$ cat config.mk
export PLATFORM = sky130hd
export DESIGN_NAME = tpg_box_ctrl
export DESIGN_NICKNAME = d
export VERILOG_FILES = /design/src/rtl/tpg_pkg.sv /design/src/rtl/tpg_box_ctrl.sv
export SDC_FILE = /design/constraint.sdc
export NUM_CORES = 1
export LEC_CHECK = 0
export CAP_MARGIN = 15
export CORE_ASPECT_RATIO = 1.5
export CORE_MARGIN = 5
export CORE_UTILIZATION = 54
export CTS_CLUSTER_SIZE = 40
export DETAILED_ROUTE_END_ITERATION = 6
export MAX_ROUTING_LAYER = met4
export PLACE_DENSITY = 0.79
export SYNTH_ARGS = -nofsm -noshare
export SYNTH_HDL_FRONTEND = slang
export SYNTH_SLANG_ARGS = --single-unit
export TNS_END_PERCENT = 30
$ cat constraint.sdc
create_clock -name pix_clk -period 2.37 [get_ports pix_clk]
set_input_delay 0.237 -clock pix_clk [delete_from_list [all_inputs] [get_ports pix_clk]]
set_output_delay 0.237 -clock pix_clk [all_outputs]
set_load 0.005 [all_outputs]
$ cat src/rtl/tpg_pkg.sv
// rtl/tpg_pkg.sv - shared mode encodings, box direction and RGB888 colour constants
package tpg_pkg;

    typedef enum logic [1:0] {
        MODE_BARS    = 2'd0,
        MODE_RAMP    = 2'd1,
        MODE_CHECKER = 2'd2,
        MODE_BOX     = 2'd3
    } tpg_mode_e;

    typedef enum logic {
        DIR_RIGHT = 1'b0,
        DIR_LEFT  = 1'b1
    } box_dir_e;

    localparam logic [23:0] RGB_WHITE  = 24'hFFFFFF;
    localparam logic [23:0] RGB_BLACK  = 24'h000000;
    localparam logic [23:0] RGB_RED    = 24'hFF0C00;
    localparam logic [23:0] RGB_GREEN  = 24'h00FF00;
    localparam logic [23:0] RGB_BLUE   = 24'h0000FF;
    localparam logic [23:0] RGB_YELLOW = 24'hFFFF00;
    localparam logic [23:0] RGB_PURPLE = 24'hFF00FF;
    localparam logic [23:0] RGB_CYAN   = 24'h00FFFF;

    function automatic logic [23:0] bar_colour(input logic [2:0] idx);
        case (idx)
            3'd0:    return RGB_WHITE;
            3'd1:    return RGB_BLACK;
            3'd2:    return RGB_RED;
            3'd3:    return RGB_GREEN;
            3'd4:    return RGB_BLUE;
            3'd5:    return RGB_YELLOW;
            3'd6:    return RGB_PURPLE;
            default: return RGB_CYAN;
        endcase
    endfunction

endpackage

$ cat src/rtl/tpg_box_ctrl.sv
// rtl/tpg_box_ctrl.sv - per-frame bouncing horizontal position of the moving box
module tpg_box_ctrl
    import tpg_pkg::*;
#(
    parameter int X_BITS   = 12,
    parameter int H_DISP   = 1920,
    parameter int BOX_SIZE = 128,
    parameter int BOX_STEP = 4
) (
    input  logic              pix_clk,
    input  logic              rst_n,
    input  logic              frame_end,
    output logic [X_BITS-1:0] box_x
);

    localparam logic [X_BITS:0] BOX_MAX = (X_BITS+1)'(H_DISP - BOX_SIZE);
    localparam logic [X_BITS:0] STEP    = (X_BITS+1)'(BOX_STEP);

    box_dir_e          dir_q, dir_d;
    logic [X_BITS-1:0] pos_q, pos_d;
    logic [X_BITS:0]   pos_ext;

    assign pos_ext = {1'b0, pos_q};
    assign box_x   = pos_q;

    always_ff @(posedge pix_clk or negedge rst_n) begin
        if (!rst_n) begin
            dir_q <= DIR_RIGHT;
            pos_q <= '0;
        end else begin
            dir_q <= dir_d;
            pos_q <= pos_d;
        end
    end

    // Direction flips on the same update that lands on a clamp edge.
    always_comb begin
        dir_d = dir_q;
        pos_d = pos_q;
        if (frame_end) begin
            if (dir_q == DIR_RIGHT) begin
                if (pos_ext + STEP >= BOX_MAX) begin
                    pos_d = BOX_MAX[X_BITS-1:0];
                    dir_d = DIR_LEFT;
                end else begin
                    pos_d = pos_q + STEP[X_BITS-1:0];
                end
            end else begin
                if (pos_ext <= STEP) begin
                    pos_d = '0;
                    dir_d = DIR_RIGHT;
                end else begin
                    pos_d = pos_q - STEP[X_BITS-1:0];
                end
            end
        end
    end

endmodule

Yosys cells after proc, flatten, opt, wreduce, memory -nomap -nowiden --
Index checks and enable logic that the tools add are counted. W data, S select, Z words.
Storage, ports and cells: bits in registers 13, input bits 3, output and inout bits 12
Cells by class: $add $sub $neg 3, magnitude comparators 2, multiplexer cells 6
Operators by type and width (number):
- $mux W12 | 3
- $add A12 B3 Y13 const B | 1
- $ge A13 B11 Y1 const B | 1
- $add A12 B3 Y12 const B | 1
- $le A12 B3 Y1 const B | 1
- $sub A12 B3 Y12 const B | 1
- $mux W1 | 3

Longest topological paths before layout --
depth in word-level cells 4, gate-level depth with buffers 7

Worst setup path after synthesis --
No wires, ideal clock.
path type reg2reg, start register pos_q[10] (netlist: box_x[10]), end register pos_q[4] (netlist: box_x[4]), library setup time 0.120 ns, arrival 2.023 ns, slack 0.227 ns, stages on the path, launching flop included 8, clock period less this slack 2.143 ns, cell sequence dfrtp_1 > buf_6 > or3_1 > buf_6 > o41a_4 > a31oi_4 > o22ai_1 > a31o_1
Between the ends: longest elaborated chain between the ends 4
Ends and longest elaborated chain:
- start: declaration | line tpg_box_ctrl.sv:20 | logic [X_BITS-1:0] pos_q, pos_d;
- start signal: assignment | line tpg_box_ctrl.sv:32 | pos_q <= pos_d;
- $add A12 B3 Y13 | line tpg_box_ctrl.sv:42 | if (pos_ext + STEP >= BOX_MAX) begin
- $ge A13 B11 Y1 | line tpg_box_ctrl.sv:42
- $mux W12 | line tpg_box_ctrl.sv:42
- $mux W12 (*) | line tpg_box_ctrl.sv:41 | if (dir_q == DIR_RIGHT) begin
Every way passes the cells marked *; elsewhere a longest branch is shown, timed or not. A chain may end at the register's enable or synchronous reset.

Worst setup path in the final report --
start register pos_q[2] (netlist: box_x[2]), end register pos_q[9] (netlist: box_x[9])
The elaborated chain is that of the path after synthesis.

==> flow_metrics.tcl <==
set metrics [dict create \
    synth_top_area_cell "dfrtp_1" \
    io_pins 15 \
    ys_types 44 \
    port_buffers 12 \
    wl_met1_mm 1.18 \
    ant_nets 0 \
    gp_congestion 0.926 \
    vias 1120 \
    timing.max_slew.rel_slack_pct 63.2 \
    core_mm2 0.00185 \
    power_leakage_nw 0.493 \
    async_reset_ff_share_pct 100 \
    r2r-end "box_x[9]" \
    drcViolationCount 0 \
    timing.final.ws_setup_ns 0.124 \
    finalCriticalPeriod_ns 2.25 \
    ir_worst_vdd_mv 0.601 \
    clkLatencyLatePin_ns 0.29 \
    crit_arrival_ns 2.48 \
    setup-violations-final 0 \
    path_max_fanout 10 \
    yosysSeqAreaShare_pct 26.0 \
    clockRootBuffer "clkbuf_4" \
    dieHeight_um 64.2 \
    worst_slew_pin_slew_ns 0.551 \
    viasPerCell 6.75 \
    synth_ff_type "dfrtp_1" \
    fin_crit_sh_pct 94.8 \
    clk_pin_slew_ns 0.08 \
    area_growth_pct 15.2 \
    cts_buffers 3 \
    outcome "completed" \
    reg2regPathDepth 7 \
    drtIter0Drc 72 \
    grt_pass1_vias 1090 \
    final_util_pct 65.8 \
    htreeDepth 1 \
    drv_slew 0 \
    antenna_found_initial 0 \
    r2r_start "box_x[2]" \
    diodes 0 \
    fin_skew_ns 0.00302 \
    power_density_mw_per_mm2 1080 \
    wirelength_mm 3.02 \
    layout-drive-gt1-share_pct 14.5 \
    grt_max_degree 17 \
    clk_path_buf_depth 2 \
    criticalPathCategory "reg -> reg" \
    synth_top_area_share_pct 26.0 \
    rsz0062_at_grt "false" \
    top_layer_used "met4" \
    setup.worst_path.end_class "flip-flop" \
    grt_pass1_wl_mm 5.15 \
    synth_edf_count 0 \
    grt_remaining_overflow 0 \
    grt_usage_pct 23.7 \
    place_ws_ns 0.118 \
    cts_tree "done" \
    required_ns 2.61 \
    route.met3.wl_um 212 \
    totalPowerFinal_w 0.00131 \
    firstDrtPassIters 4 \
    synth_seq_cells 11 \
    worstHoldPathType "in -> async" \
    dp_hpwl_mm 2.19 \
    hold_viol_final 0 \
    setup_tns_ns 0 \
    wl_per_cell_um 18.2 \
    syn_inst 134 \
    max_freq_ghz 0.445 \
    wl_met2_mm 1.56 \
    synth_area_mm2 0.00106 \
    start_util_pct 57.1 \
    synth_area_per_cell_um2 7.90 \
    final_nets 152 \
    synth_area_leaders "dfrtp_1 26%, o22ai_1 4.7%, nand2_1 4.6%, nor2_1 4.3%, ha_1 3.5%" \
    postCtsSetupRepairBufs 0 \
    clkSinkCount 11 \
    r2r_setup_slack_ns 0.12 \
    rows 19 \
    maxCapViolCount 0 \
    die_w_um 46.2 \
    dieArea_mm2 0.00296 \
    ys_warn_count 0 \
    startpoint_type "flip-flop" \
]
power breakdown:
part           switching, W  internal (W)  total (W)
clock network     0.0000825     0.0000630   0.000146
registers          0.000103      0.000254   0.000357
logic              0.000440      0.000372   0.000812
synth_stat cells, types with 3 or more instances:
| library cell | n |
|---|---|
| o22ai_1 | 8 |
| nand2_1 | 13 |
| buf_6 | 3 |
| o211ai_1 | 3 |
| a21oi_1 | 7 |
| a31oi_1 | 3 |
| o21ai_0 | 7 |
| inv_1 | 5 |
| nor2_1 | 12 |
| clkbuf_1 | 6 |
| or3_1 | 4 |
| nor3_1 | 5 |
| ha_1 | 3 |
| a22oi_1 | 4 |
| dfrtp_1 | 11 |
| nand3_1 | 7 |
cell type report:
type                            count  area [um^2]
Multi-Input combinational cell    104          684
Fill cell                         174          634
Sequential cell                    11          275
Timing Repair Buffer               21          188
Tap cell                           21         26.3
Clock buffer                        3         22.5
Inverter                            5         18.8
Clock inverter                      1         5.00
flip-flops by register name (all words and copies together) (netlist names):
signal and count:
box_x 10, dir_q 1
per-layer routing:
metal | global-route usage (%) | vias up
met4 | 11.7 | 0
met5 | - | -
li1 | - | 524
met1 | 28.8 | 532
met3 | 3.93 | 9
met2 | 36.6 | 55
cells by family (layout without fill, tap and decap cells):
family	Yosys count	in the layout	share of synthesized area, %
flip-flops	11	11	26.0
adder cells (fa/ha/maj)	3	3	3.55
multiplexers	1	1	1.06
XOR/XNOR	1	1	0.828
AO/OA/AOI/OAI	47	47	34.9
buffers and inverters	20	30	10.3
AND/OR/NAND/NOR	50	50	23.0
other	1	2	0.354
per-stage QoR:
stage          cell area (um^2)  instances  hold WS (ns)
6_report                   1220        166         0.294
5_1_grt                    1220        166         0.335
4_1_cts                    1210        166         0.321
3_5_place_dp               1190        162         0.611
3_3_place_gp               1190        162         0.601
2_1_floorplan              1060        135       -0.0586
repair_timing:
action / 4_1_cts / 5_1_grt
endpoints found under the setup margin: 0 / 7
resized for setup: 0 / 1
hold buffers: 0 / 0
worst max-delay path, stage by stage, from the launching register on:
cell	delay (ns)
dfrtp_1	0.46
inv_1	0.11
ha_1	0.28
nor2_1	0.34
o41ai_4	0.19
or4_1	0.50
o22ai_1	0.14
a22o_1	0.17
how the worst max path moves through the flow:
stage                     startpoint        to
after floorplan            box_x[10]  box_x[4]
after global placement      box_x[2]  box_x[8]
after detailed placement    box_x[2]  box_x[8]
after CTS                   box_x[2]  box_x[8]
after global routing        box_x[2]  box_x[9]
final                       box_x[2]  box_x[9]
placed cells by master, fill, tap and decap left out, types with 5 or more instances in the layout:
cell type / n
inv_1: 5
nand3_1: 7
nor2_1: 12
nand2_1: 13
dfrtp_1: 11
buf_4: 9
nor3_1: 5
a21oi_1: 7
o21ai_0: 7
o22ai_1: 7
clkdlybuf4s50_1: 12
Power figures use the tool's default switching activity.
